==> src/rtl/rom_load_serializer_if.sv <==
// ROM download bus: bridge write side, halfword stream side and load status.
interface rom_load_serializer_if #(
  parameter int unsigned ADDR_W = 25
);
  logic              dl_start;
  logic              dl_end;
  logic [31:0]       rom_file_size;
  logic              bridge_wr;
  logic [31:0]       bridge_addr;
  logic [31:0]       bridge_wr_data;
  logic              out_valid;
  logic              out_ready;
  logic [ADDR_W-1:0] addr;
  logic [15:0]       data;
  logic              downloading;
  logic              overflow;

  // Driver of the download (bridge + downstream ready)
  modport master (
    output dl_start, dl_end, rom_file_size, bridge_wr, bridge_addr, bridge_wr_data, out_ready,
    input  out_valid, addr, data, downloading, overflow
  );

  // The serializer itself
  modport slave (
    input  dl_start, dl_end, rom_file_size, bridge_wr, bridge_addr, bridge_wr_data, out_ready,
    output out_valid, addr, data, downloading, overflow
  );
endinterface

==> src/rtl/rom_load_serializer.sv <==
// Buffers 32-bit ROM download writes and replays them as a little-endian
// halfword stream, trimming halfwords past the file size.
module rom_load_serializer #(
  parameter int unsigned FIFO_DEPTH = 4,
  parameter int unsigned ADDR_W     = 25
) (
  input  logic                  clk_mem,
  input  logic                  reset_n,
  rom_load_serializer_if.slave  bus
);

  localparam int unsigned PTR_W = $clog2(FIFO_DEPTH);
  localparam int unsigned WA_W  = ADDR_W - 2;
  localparam int unsigned ENT_W = WA_W + 32;

  typedef enum logic [1:0] {
    S_IDLE   = 2'd0,
    S_ACTIVE = 2'd1,
    S_DRAIN  = 2'd2
  } state_t;

  state_t state_q, state_d;

  logic [ENT_W-1:0] mem [FIFO_DEPTH];
  logic [PTR_W:0]   wr_ptr_q, rd_ptr_q;

  logic              out_valid_q;
  logic              h_q;
  logic [ADDR_W-1:0] addr_q;
  logic [15:0]       data_q;
  logic [WA_W-1:0]   cur_waddr_q;
  logic [31:0]       cur_word_q;
  logic              downloading_q;
  logic              overflow_q;

  logic              fifo_empty_c, fifo_full_c;
  logic [ENT_W-1:0]  head_c;
  logic [WA_W-1:0]   head_waddr_c;
  logic [31:0]       head_word_c;
  logic [ADDR_W-1:0] head_lo_addr_c, hi_addr_c;
  logic              lo_ok_c, hi_ok_c;
  logic              xfer_c, stage_free_c, pop_c, push_c, drop_c, start_c;
  logic              unused_addr_bits;

  assign unused_addr_bits = ^{bus.bridge_addr[31:ADDR_W], bus.bridge_addr[1:0]};

  // FIFO status and head entry
  assign fifo_empty_c   = (wr_ptr_q == rd_ptr_q);
  assign fifo_full_c    = (wr_ptr_q[PTR_W] != rd_ptr_q[PTR_W]) &&
                          (wr_ptr_q[PTR_W-1:0] == rd_ptr_q[PTR_W-1:0]);
  assign head_c         = mem[rd_ptr_q[PTR_W-1:0]];
  assign head_waddr_c   = head_c[ENT_W-1:32];
  assign head_word_c    = head_c[31:0];

  // Tail trim: a halfword is presented only if its address lies inside the file
  assign head_lo_addr_c = {head_waddr_c, 2'b00};
  assign hi_addr_c      = {cur_waddr_q, 2'b10};
  assign lo_ok_c        = 32'(head_lo_addr_c) < bus.rom_file_size;
  assign hi_ok_c        = 32'(hi_addr_c) < bus.rom_file_size;

  // Handshake and FIFO control; a full FIFO can still accept when it pops in the same cycle
  assign xfer_c       = out_valid_q && bus.out_ready;
  assign stage_free_c = !out_valid_q || (xfer_c && (h_q || !hi_ok_c));
  assign pop_c        = stage_free_c && !fifo_empty_c && (state_q != S_IDLE);
  assign push_c       = bus.bridge_wr && (state_q == S_ACTIVE) && (!fifo_full_c || pop_c);
  assign drop_c       = bus.bridge_wr && (state_q == S_ACTIVE) && fifo_full_c && !pop_c;
  assign start_c      = (state_q == S_IDLE) && bus.dl_start;

  // Load framing state register
  always_ff @(posedge clk_mem or negedge reset_n) begin
    if (!reset_n) state_q <= S_IDLE;
    else          state_q <= state_d;
  end

  // Next-state: IDLE -> ACTIVE -> DRAIN -> IDLE once the stream is fully drained
  always_comb begin
    state_d = state_q;
    unique case (state_q)
      S_IDLE:   if (bus.dl_start) state_d = bus.dl_end ? S_DRAIN : S_ACTIVE;
      S_ACTIVE: if (bus.dl_end) state_d = S_DRAIN;
      S_DRAIN:  if (fifo_empty_c && !out_valid_q && !xfer_c) state_d = S_IDLE;
      default:  state_d = S_IDLE;
    endcase
  end

  // FIFO storage (no reset needed; pointers qualify contents)
  always_ff @(posedge clk_mem) begin
    if (push_c) mem[wr_ptr_q[PTR_W-1:0]] <= {bus.bridge_addr[ADDR_W-1:2], bus.bridge_wr_data};
  end

  // FIFO pointers, cleared at the start of each load
  always_ff @(posedge clk_mem or negedge reset_n) begin
    if (!reset_n) begin
      wr_ptr_q <= '0;
      rd_ptr_q <= '0;
    end else if (start_c) begin
      wr_ptr_q <= '0;
      rd_ptr_q <= '0;
    end else begin
      if (push_c) wr_ptr_q <= wr_ptr_q + (PTR_W+1)'(1);
      if (pop_c)  rd_ptr_q <= rd_ptr_q + (PTR_W+1)'(1);
    end
  end

  // Output stage: holds one word, steps low half then high half
  always_ff @(posedge clk_mem or negedge reset_n) begin
    if (!reset_n) begin
      out_valid_q <= 1'b0;
      h_q         <= 1'b0;
      addr_q      <= '0;
      data_q      <= '0;
      cur_waddr_q <= '0;
      cur_word_q  <= '0;
    end else if (start_c) begin
      out_valid_q <= 1'b0;
      h_q         <= 1'b0;
    end else if (pop_c) begin
      cur_waddr_q <= head_waddr_c;
      cur_word_q  <= head_word_c;
      h_q         <= 1'b0;
      out_valid_q <= lo_ok_c;
      addr_q      <= head_lo_addr_c;
      data_q      <= {head_word_c[23:16], head_word_c[31:24]};
    end else if (xfer_c) begin
      if (!h_q && hi_ok_c) begin
        h_q    <= 1'b1;
        addr_q <= hi_addr_c;
        data_q <= {cur_word_q[7:0], cur_word_q[15:8]};
      end else begin
        out_valid_q <= 1'b0;
      end
    end
  end

  // Sticky overflow, cleared when a new load starts
  always_ff @(posedge clk_mem or negedge reset_n) begin
    if (!reset_n)     overflow_q <= 1'b0;
    else if (start_c) overflow_q <= 1'b0;
    else if (drop_c)  overflow_q <= 1'b1;
  end

  // Download framing level, one cycle behind the state
  always_ff @(posedge clk_mem or negedge reset_n) begin
    if (!reset_n) downloading_q <= 1'b0;
    else          downloading_q <= (state_q != S_IDLE);
  end

  assign bus.out_valid   = out_valid_q;
  assign bus.addr        = addr_q;
  assign bus.data        = data_q;
  assign bus.downloading = downloading_q;
  assign bus.overflow    = overflow_q;

endmodule

==> src/flat_wrapper.sv <==
// flat-port wrapper written by rule: the top's interface ports become plain ports
module rom_load_serializer_flat 
#(
  parameter int unsigned FIFO_DEPTH = 4,
  parameter int unsigned ADDR_W     = 25
)
  (clk_mem, reset_n, bus_dl_start, bus_dl_end, bus_rom_file_size, bus_bridge_wr, bus_bridge_addr, bus_bridge_wr_data, bus_out_ready, bus_out_valid, bus_addr, bus_data, bus_downloading, bus_overflow);
  rom_load_serializer_if #(.ADDR_W(ADDR_W)) bus_i ();
  input  logic clk_mem;
  input  logic reset_n;
  input wire logic [$bits(bus_i.dl_start)-1:0] bus_dl_start;
  input wire logic [$bits(bus_i.dl_end)-1:0] bus_dl_end;
  input wire logic [$bits(bus_i.rom_file_size)-1:0] bus_rom_file_size;
  input wire logic [$bits(bus_i.bridge_wr)-1:0] bus_bridge_wr;
  input wire logic [$bits(bus_i.bridge_addr)-1:0] bus_bridge_addr;
  input wire logic [$bits(bus_i.bridge_wr_data)-1:0] bus_bridge_wr_data;
  input wire logic [$bits(bus_i.out_ready)-1:0] bus_out_ready;
  output wire logic [$bits(bus_i.out_valid)-1:0] bus_out_valid;
  output wire logic [$bits(bus_i.addr)-1:0] bus_addr;
  output wire logic [$bits(bus_i.data)-1:0] bus_data;
  output wire logic [$bits(bus_i.downloading)-1:0] bus_downloading;
  output wire logic [$bits(bus_i.overflow)-1:0] bus_overflow;
  assign bus_i.dl_start = bus_dl_start;
  assign bus_i.dl_end = bus_dl_end;
  assign bus_i.rom_file_size = bus_rom_file_size;
  assign bus_i.bridge_wr = bus_bridge_wr;
  assign bus_i.bridge_addr = bus_bridge_addr;
  assign bus_i.bridge_wr_data = bus_bridge_wr_data;
  assign bus_i.out_ready = bus_out_ready;
  assign bus_out_valid = bus_i.out_valid;
  assign bus_addr = bus_i.addr;
  assign bus_data = bus_i.data;
  assign bus_downloading = bus_i.downloading;
  assign bus_overflow = bus_i.overflow;
  rom_load_serializer #(.FIFO_DEPTH(FIFO_DEPTH), .ADDR_W(ADDR_W)) u_core (.clk_mem(clk_mem), .reset_n(reset_n), .bus(bus_i));
endmodule
==> config.mk <==
export PLATFORM = sky130hd
export DESIGN_NAME = rom_load_serializer_flat
export DESIGN_NICKNAME = d
export VERILOG_FILES = /design/src/rtl/rom_load_serializer_if.sv /design/src/rtl/rom_load_serializer.sv /design/src/flat_wrapper.sv
export SDC_FILE = /design/constraint.sdc
export NUM_CORES = 1
export LEC_CHECK = 0
export CORE_MARGIN = 4
export CORE_UTILIZATION = 45
export CTS_CLUSTER_DIAMETER = 30
export DETAILED_ROUTE_END_ITERATION = 6
export GPL_ROUTABILITY_DRIVEN = 1
export HOLD_SLACK_MARGIN = 0.1
export PLACE_DENSITY = 0.69
export SLEW_MARGIN = 20
export SYNTH_ARGS = -nofsm -noshare
export SYNTH_HDL_FRONTEND = slang
export SYNTH_SLANG_ARGS = --single-unit
export TNS_END_PERCENT = 30
==> constraint.sdc <==
create_clock -name clk_mem -period 4.2 [get_ports clk_mem]
set_clock_uncertainty 0.2 [all_clocks]
set_input_delay 1.26 -clock clk_mem [delete_from_list [all_inputs] [get_ports clk_mem]]
set_output_delay 1.26 -clock clk_mem [all_outputs]
set_load 0.01 [all_outputs]
# --- Word-level counts from Yosys, hierarchy flattened ---
# Memory sizes are Yosys's and may differ from the RTL's.
# Cells that the tools add are included.
word_totals:
  reg_bits: 92
  ram_bits: 220
  out_inout_bits: 44
  word_cells: 90
  memories: 1
classes:
  add_sub_neg: 2
  n_lt_le_gt_ge: 2
  n_eq_ne: 9
  n_mux: 27
  bitwise_logic: 1
  n_reduce_logical: 37
mem_list:
  columns: ["memory", "words", "width", "rd", "rd_clocked_by_memory_dff", "write_ports", "line_no", "rtl"]
  rows:
  - ["u_core.mem", 4, 55, 1, 0, 1, "rom_load_serializer.sv:24", "logic [ENT_W-1:0] mem [FIFO_DEPTH];"]
ops:
  columns: ["operator", "n"]
  rows:
  - ["$mux W25", 3]
  - ["$lt A25 B32 Y1", 2]
  - ["$mux W16", 3]
  - ["$logic_and A1 B1 Y1", 13]
  - ["$mux W1", 12]
  - ["$mux W3", 4]
  - ["$reduce_bool A2 Y1", 6]
  - ["$mux W2", 4]
  - ["$logic_not A1 Y1", 7]
  - ["$add A3 B1 Y3 const B", 2]
  - ["$pmux W2 S3", 1]
  - ["$reduce_and A2 Y1", 3]
  - ["$reduce_and A3 Y1", 2]
  - ["$reduce_bool A3 Y1", 2]
  - ["$ne A2 B2 Y1 const B", 2]
  - ["$eq A3 B3 Y1", 1]
  - ["$logic_or A1 B1 Y1", 3]
  - ["$ne A3 B1 Y1 const B", 1]
  - ["$eq A2 B1 Y1 const B", 1]
  - ["$eq A2 B2 Y1", 1]
  - ["$eq A2 B2 Y1 const B", 1]
  - ["$logic_not A2 Y1", 1]
  - ["$ne A2 B1 Y1 const B", 1]
  - ["$ne A1 B1 Y1", 1]
  - ["$not A1 Y1", 1]

# --- Longest topological paths before layout ---
# Gate-level depths: netlist of the first run.
logic_depth:
  depth_word: 11
  mapped_depth: 12
  mapped_depth_nobuf: 9

# --- Worst setup path after synthesis of the first run ---
# OpenSTA, ideal clock, no wires.
synth_path:
  kind: "input -> register"
  start: "input port bus_rom_file_size[28]"
  end: "memory u_core.mem[0][0] in the netlist's numbering, enable pin"
  arrival_time_ns: 4.444
  slack_ns: -0.862
  cell_stages: 9
  path_buffers: 2
  cell_sequence: "nor4_1 nand2_1 or3_1 or3_4 o211a_1 buf_6 buf_6 o21ai_1 and3_1"
synth_between:
  elab_chain_len: 11
synth_lines:
  columns: ["element", "line_no", "rtl"]
  rows:
  - ["from (decl)", "flat_wrapper.sv:13", "input wire logic [$bits(bus_i.rom_file_size)-1:0] bus_rom_file_size;"]
  - ["$lt A25 B32 Y1", "rom_load_serializer.sv:59", "assign hi_ok_c = 32'(hi_addr_c) < bus.rom_file_size;"]
  - ["$logic_not A1 Y1", "rom_load_serializer.sv:63", "assign stage_free_c = !out_valid_q || (xfer_c && (h_q || !hi_ok_c));"]
  - ["$logic_or A1 B1 Y1", "rom_load_serializer.sv:63", null]
  - ["$logic_and A1 B1 Y1", "rom_load_serializer.sv:63", null]
  - ["$logic_or A1 B1 Y1", "rom_load_serializer.sv:63", null]
  - ["$logic_and A1 B1 Y1 (2 in a row)", "rom_load_serializer.sv:64", "assign pop_c = stage_free_c && !fifo_empty_c && (state_q != S_IDLE);"]
  - ["$logic_or A1 B1 Y1", "rom_load_serializer.sv:65", "assign push_c = bus.bridge_wr && (state_q == S_ACTIVE) && (!fifo_full_c || pop_c);"]
  - ["$logic_and A1 B1 Y1", "rom_load_serializer.sv:65", null]
  - ["$mux W1", "rom_load_serializer.sv:88", "if (push_c) mem[wr_ptr_q[PTR_W-1:0]] <= {bus.bridge_addr[ADDR_W-1:2], bus.bridge_wr_data};"]
  - ["$mux W1 (not written as such)", "rom_load_serializer.sv:88", null]
  - ["to (decl)", "rom_load_serializer.sv:24", null]
# Every way passes these cells.

# --- Final worst setup path of the first run ---
layout_path:
  start: "input port bus_rom_file_size[24]"
  end: "memory u_core.mem[2][8] in the netlist's numbering, enable pin"
# Same word-level chain as after synthesis.

==> results of run 1 <==
## flip-flops by register name, indices dropped and copies added (netlist names), 2 cells and up
name                cells
u_core.cur_waddr_q     23
u_core.bus.data        16
u_core.rd_ptr_q         3
u_core.cur_word_q      16
u_core.mem            220
u_core.wr_ptr_q         3
u_core.state_q          2
u_core.bus.addr        24
## logic make-up after synthesis
| group | Yosys count | synth area share [%] |
|---|---|---|
| simple gates | 142 | 5.44 |
| mux | 97 | 13.9 |
| flops | 311 | 66.5 |
| buf+inv | 82 | 3.02 |
| other cells | 1 | 0.0281 |
| compound gates | 135 | 6.13 |
| fa+ha+maj | 51 | 4.78 |
| xor+xnor | 3 | 0.197 |
## where the power goes
| group | internal [uW] | leakage, uW | switching [uW] |
|---|---|---|---|
| logic | 1910 | 0.00246 | 1800 |
| clock network | 2930 | 0.000905 | 1510 |
| registers | 3840 | 0.00307 | 427 |
## routing by layer
metal	vias to the layer above	share of wire, %	wire (um)
li1	3665	-	-
met1	4129	43	13500
met2	281	48	14900
met3	60	6.6	2060
met4	0	2.6	803
met5	-	0	0
## worst max path at each step
stage	startpoint	end	slack, ns	cells past startpoint
global route	bus_rom_file_size[24]	u_core.bus.data[14]	0.18	12
detailed placement	bus_rom_file_size[24]	u_core.mem[2][38]	-0.26	10
floorplan	bus_rom_file_size[28]	u_core.mem[1][0]	-0.25	9
global placement	bus_rom_file_size[24]	u_core.mem[0][11]	-0.22	10
finish	bus_rom_file_size[24]	u_core.mem[2][8]	0.29	10
CTS	bus_rom_file_size[24]	u_core.mem[2][8]	0.29	10
## cell usage after synthesis (9+ instances only)
cell type	number	area [sq um]
edfxtp_1	220	6610
dfrtp_1	91	2280
mux4_2	55	1240
ha_1	51	638
o21ai_0	47	235
nand3_1	46	230
nor3_1	43	215
a31oi_1	42	263
mux2_4	38	571
inv_1	31	116
clkbuf_1	26	97.6
nand2_1	20	75.1
a21oi_1	17	85.1
nor2_1	10	37.5
buf_1	9	33.8
buf_2	9	45.0
## stage by stage
step | setup TNS (ns) | hold slack [ns] | power (uW) | area (sq um) | cells
floorplan | -27.87 | 0.260 | 6540 | 13400 | 822
global placement | -49.18 | 0.283 | 7920 | 15600 | 1354
detailed placement | -60.94 | 0.292 | 8010 | 15600 | 1354
CTS | 0 | 0.298 | 12500 | 17500 | 1457
global route | 0 | 0.330 | 13000 | 17500 | 1457
finish | 0 | 0.297 | 12400 | 17500 | 1457
## critical path: stages
cell and delay, ns:
clkdlybuf4s50_1 0.46, inv_1 0.05, ha_1 0.29, nand2_1 0.08, or3_1 0.41, or3_4 0.43
o211a_4 0.25, o21ai_2 0.16, and3_2 0.29, buf_12 0.23
## layout make-up
type | count | area, sq um
Fill cell | 2136 | 11500
Sequential cell | 311 | 8890
Multi-Input combinational cell | 429 | 4080
Timing Repair Buffer | 199 | 2020
Clock buffer | 63 | 1460
Tap cell | 384 | 480
Clock inverter | 40 | 439
Inverter | 31 | 120
==> impl_results.md, run 1 <==
- Hold Fails Final Rpt: 0
- Post-synth EDFFs: 220
- Slew Limit Fails: 0
- Main synth FF type: edfxtp_1
- Die width: 180 um
- Input/output buffers: 135
- Fmax: 0.256 GHz
- Cell variety after synth: 52
- Hold Crit Start: u_core.bus.addr[1]
- FF+latch count, synth: 311
- Crit end category: flip-flop
- Clock sinks: 311
- Status: complete, no violations
- Flop2flop setup slack: 0.65 ns
- Cts repair resizes: 0
- Leakage: 0.00643 uW
- Synth Net Count: 975
- DRC violations left: 0
- GR Layer Usage met2: 30.0%
- Final core occ: 60.3%
- Busiest layer in global routing: met2
- Reg2reg start: u_core.rd_ptr_q[0]
- GR met1 Demand/Resource: 26.3%
- RSZ-0062 raised after global routing: false
- Post-CTS Setup Inserts: 0
- Layout area overhead: 31.0%
- Vias/cell: 5.58
- Commonest non-fill, non-tap cell in the layout: edfxtp_1
- Number of H-tree levels: 2
- Pwr/cell area: 710 mW/mm^2
- Vias in the first global route: 8509
- Gate count of the mapped netlist: 822
- Slew Limit Headroom: 56.1%
- Final Worst Setup Slack: 0.290 ns
- Critical path type: in2reg
- Grt total ovfl: 0
- Initial antenna violation count: 0
- Max cap viols: 0
- Worst path required time: 4.23 ns
- WP data arrival: 3.94 ns
- Gr usage total: 19.1%
- Worst reg2reg endpoint: u_core.bus.out_valid
- Wire per inst: 21.5 um
- WL final: 31.3 mm
- Min-Delay Path Depth: 2
- Vias: 8135
- CTS Hold Buffers Added: 0
- Sequential share of the synthesized area: 66.5%
- Fin nets: 1180
- Ports: 146
- Yosys warning total: 0
- Async SR Flop Fraction: 29.3%
- Row count: 62
- Met3 Resource Use GR: 4.74%
- Largest net degree at the start of global routing: 46
- Hold Crit Class: reg2reg
- Worst reg2reg path depth: 9
- Die area: 0.0325 sq mm
- Num CTS Buffers: 55
- First-pass GRT wire length: 49.1 mm
- Crit path max fanout: 28
- Layout cells sized above 1: 25.2%
- Fin crit share: 93.1%
- Starting density of the core: 46.0%
- Peak supply drop: 0.347 mV
- Clk_lat worst skew: 0.55 ns
- Place WS: -0.255 ns
- Worst-margin pin slew: 0.658 ns
- Hold path endpoint: u_core.bus.addr[1]
- Detailed Routing Iterations Pass 1: 7
- GPL Wtd Cong: 0.851
- Die Height: 180 um
- Minimum clock period: 3.91 ns
- Maximum root-to-sink buffer count: 3
- Synthesized cell area: 0.0134 sq mm
- Clock Root Buffer: clkbuf_16
- Setup-failing EPs final: 0
- First DRT Iteration DRCs: 582
- CTS clk-pin slew, worst paths: 0.05 ns
- Critical Path Start Type: input pin
- Final HPWL DP: 20.7 mm
- Post-Synthesis Mean Instance Area: 16.2 sq um
- Core area: 0.0290 sq mm
- Most frequent cells in the layout: 220 x edfxtp_1, 134 x clkdlybuf4s50_1, 89 x dfrtp_1
- ANT cells: 0
- Final ANT Viol Nets: 0
- CTS tree: yes
No activity file was read; power rests on OpenSTA's default activity.
==> run 2, diff against run 1 <==
--- a/config.mk
+++ b/config.mk
@@ -8,6 +8,7 @@
 export CORE_MARGIN = 4
 export CORE_UTILIZATION = 45
 export CTS_CLUSTER_DIAMETER = 30
+export CTS_CLUSTER_SIZE = 8
 export DETAILED_ROUTE_END_ITERATION = 6
 export GPL_ROUTABILITY_DRIVEN = 1
 export HOLD_SLACK_MARGIN = 0.1
==> impl_results.md, run 2 (synthesized netlist as in run 1, its figures left out) <==
- Status: complete, no violations
- First-pass GRT wire length: 49.3 mm (+0.41%)
- Vias/cell: 5.60 (+0.39%)
- Place WS: -0.255 ns (unchanged)
- Fin nets: 1181 (+0.085%)
- Starting density of the core: 46.0% (unchanged)
- Slew Limit Fails: 0 (unchanged)
- Fmax: 0.256 GHz (+0.16%)
- Wire per inst: 21.5 um (+0.15%)
- Switching power: 3620 uW (-3.0%)
- Slew Limit Headroom: 56.0% (-0.14 points)
- Slowest CP cell: clkdlybuf4s50_1
- Worst-margin pin slew: 0.660 ns (+0.00217 ns)
- Logic gate share of total power: 29.7% (-0.2 points)
- Crit end category: flip-flop
- DRC violations left: 0 (unchanged)
- CTS clk-pin slew, worst paths: 0.05 ns (about the same)
- Post-CTS Setup Inserts: 0 (unchanged)
- DR WL met2: 15.1 mm (+1.0%)
- Fin crit share: 92.9% (-0.15 points)
- Maximum root-to-sink buffer count: 3 (unchanged)
- Pwr/cell area: 714 mW/mm^2 (+0.54%)
- Most frequent cells in the layout: 220 x edfxtp_1, 134 x clkdlybuf4s50_1, 89 x dfrtp_1
- Minimum clock period: 3.90 ns (-0.00621 ns)
- Ports: 146 (unchanged)
- Max cap viols: 0 (unchanged)
- Vias: 8172 (+0.45%)
- Fin cells: 1458 (+0.069%)
- Worst setup path start: bus_rom_file_size[24]
- Setup-failing EPs final: 0 (unchanged)
- Worst Setup EP: u_core.mem[3][53]
- Clk_lat worst skew: 0.54 ns (about the same)
- Final Worst Setup Slack: 0.297 ns (+0.00621 ns)
- Hold Crit Class: reg2reg
- RSZ-0062 raised after global routing: false
- ANT cells: 0 (unchanged)
- Hold Fails Final Rpt: 0 (unchanged)
- Grt total ovfl: 0 (unchanged)
- Post-Layout Inst Area: 0.0175 sq mm (+0.11%)
- Layout fillers: 2130 (-0.28%)
- Buf/Inv on CP: 4 (+1)
- Core area: 0.0290 sq mm (unchanged)
- Clock share of power: 36.2% (+0.4 points)
- Row count: 62 (unchanged)
- Worst reg2reg endpoint: u_core.bus.out_valid
- Crit path max fanout: 7 (-75%)
- Number of H-tree levels: 2 (unchanged)
- WL final: 31.4 mm (+0.21%)
- CP max stage delay: 0.46 ns (about the same)
- Peak supply drop: 0.339 mV (-2.3%)
- Int Pwr: 8880 uW (+2.2%)
- Max Used Layer: met4
- Commonest non-fill, non-tap cell in the layout: edfxtp_1
- Power consumption: 12500 uW (+0.64%)
- Flop2flop setup slack: 0.67 ns (+0.02 ns)
- First DRT Iteration DRCs: 619 (+6.4%)
- Wl on met1: 13.4 mm (-1.0%)
- Die Height: 180 um (unchanged)
- Critical Path Start Type: input pin
- Layout cells sized above 1: 23.7% (-1.4 points)
- WP data arrival: 3.94 ns (about the same)
- Num CTS Buffers: 56 (+1.8%)
- Max reg flops: 220 (unchanged)
- Clock Root Buffer: clkbuf_16
- Clock sinks: 311 (unchanged)
- Vias in the first global route: 8506 (-0.035%)
- DP Area: 0.0156 sq mm (unchanged)
- Worst path required time: 4.24 ns (about the same)
- Register area: 0.00889 sq mm (unchanged)
- Detailed Routing Iterations Pass 1: 5 (-2)
- Reg2reg start: u_core.rd_ptr_q[0]
- Critical path type: in2reg
- Met3 wire length: 2.19 mm (+6.1%)
- Placed insts: 1354 (unchanged)
- Layout area overhead: 31.1%
- Worst reg2reg path depth: 9 (unchanged)
- Input/output buffers: 135 (unchanged)
- Die area: 0.0325 sq mm (unchanged)
- Crit path cell chain: clkdlybuf4s50_1 -> inv_1 -> ha_1 -> nand2_1 -> or3_1 -> or3_4 -> o2111ai_1 -> nand4_1 -> clkinvlp_4 -> buf_4
- Crit path max-delay family: simple AND/OR/NAND/NOR gates
- Switch share: 29.0% (-1.1 points)
- Leakage: 0.00645 uW (+0.25%)
- Initial antenna violation count: 0 (unchanged)
- Area taken by multi-input logic gates: 0.00408 sq mm (unchanged)
- Cell depth of the worst setup path: 10 (unchanged)
- Cts repair resizes: 0 (unchanged)
- Final ANT Viol Nets: 0 (unchanged)
- GPL Wtd Cong: 0.851 (unchanged)
- Largest net degree at the start of global routing: 46 (unchanged)
- Gr usage total: 19.1% (about the same)
- Sequential share of power: 34.1% (-0.3 points)
- CTS Hold Buffers Added: 0 (unchanged)
- CTS tree: yes
- Die width: 180 um (unchanged)
- Final HPWL DP: 20.7 mm (unchanged)
- Final core occ: 60.3% (+0.065 points)
run 2: tightest hold or removal path, delay by kind of cell, from the launching register on:
kind,cells,cell delay [ns]
AND/OR/NAND/NOR,1,0.07
flip-flops,1,0.34
AO/OA/AOI/OAI,1,0.04
run 2: layer usage:
metal,GRT usage (%),up-vias
met5,0,-
met3,4.62,56
met2,30.5,286
met4,5.78,0
met1,26.3,4165
li1,-,3665
run 2: how the worst min path moves through the flow:
stage / from / endpoint / slack [ns] / depth (start not counted)
finish: u_core.bus.addr[1] / u_core.bus.addr[1] / 0.30 / 2
global route: u_core.rd_ptr_q[2] / u_core.rd_ptr_q[2] / 0.33 / 1
CTS: u_core.state_q[1] / u_core.state_q[0] / 0.31 / 1
detailed placement: u_core.wr_ptr_q[2] / u_core.wr_ptr_q[2] / 0.29 / 1
global placement: u_core.state_q[1] / u_core.state_q[0] / 0.28 / 1
floorplan: u_core.state_q[1] / u_core.state_q[0] / 0.26 / 1
run 2: power by group through the flow:
stage | clock (uW) | sequential [uW] | combinational (uW)
2_1_floorplan | 0 | 4210 | 2330
3_3_place_gp | 0 | 4290 | 3630
3_5_place_dp | 0 | 4310 | 3700
4_1_cts | 4580 | 4270 | 3730
5_1_grt | 4740 | 4320 | 4020
6_report | 4520 | 4270 | 3710
run 2: area by class of cell:
| cell class | count | area share (%) |
|---|---|---|
| clock inverter | 19 | 1.92 |
| tap | 384 | 2.74 |
| multi-input combinational | 429 | 23.3 |
| sequential | 311 | 50.8 |
| clock buffer | 85 | 9.03 |
| timing repair buffer | 199 | 11.5 |
| inverter | 31 | 0.686 |
run 2: per-stage QoR:
step                hold WS, ns  TNS, ns
floorplan                 0.260   -27.87
global placement          0.283   -49.18
detailed placement        0.292   -60.94
CTS                       0.305        0
global route              0.329        0
finish                    0.301        0
==> run 3, diff against run 2 <==
--- a/config.mk
+++ b/config.mk
@@ -13,7 +13,7 @@
 export GPL_ROUTABILITY_DRIVEN = 1
 export HOLD_SLACK_MARGIN = 0.1
 export PLACE_DENSITY = 0.69
-export SLEW_MARGIN = 20
+export SLEW_MARGIN = 40
 export SYNTH_ARGS = -nofsm -noshare
 export SYNTH_HDL_FRONTEND = slang
 export SYNTH_SLANG_ARGS = --single-unit
==> results of run 3 <==
The final DEF is identical to that of run 2; final timing and power are the same.
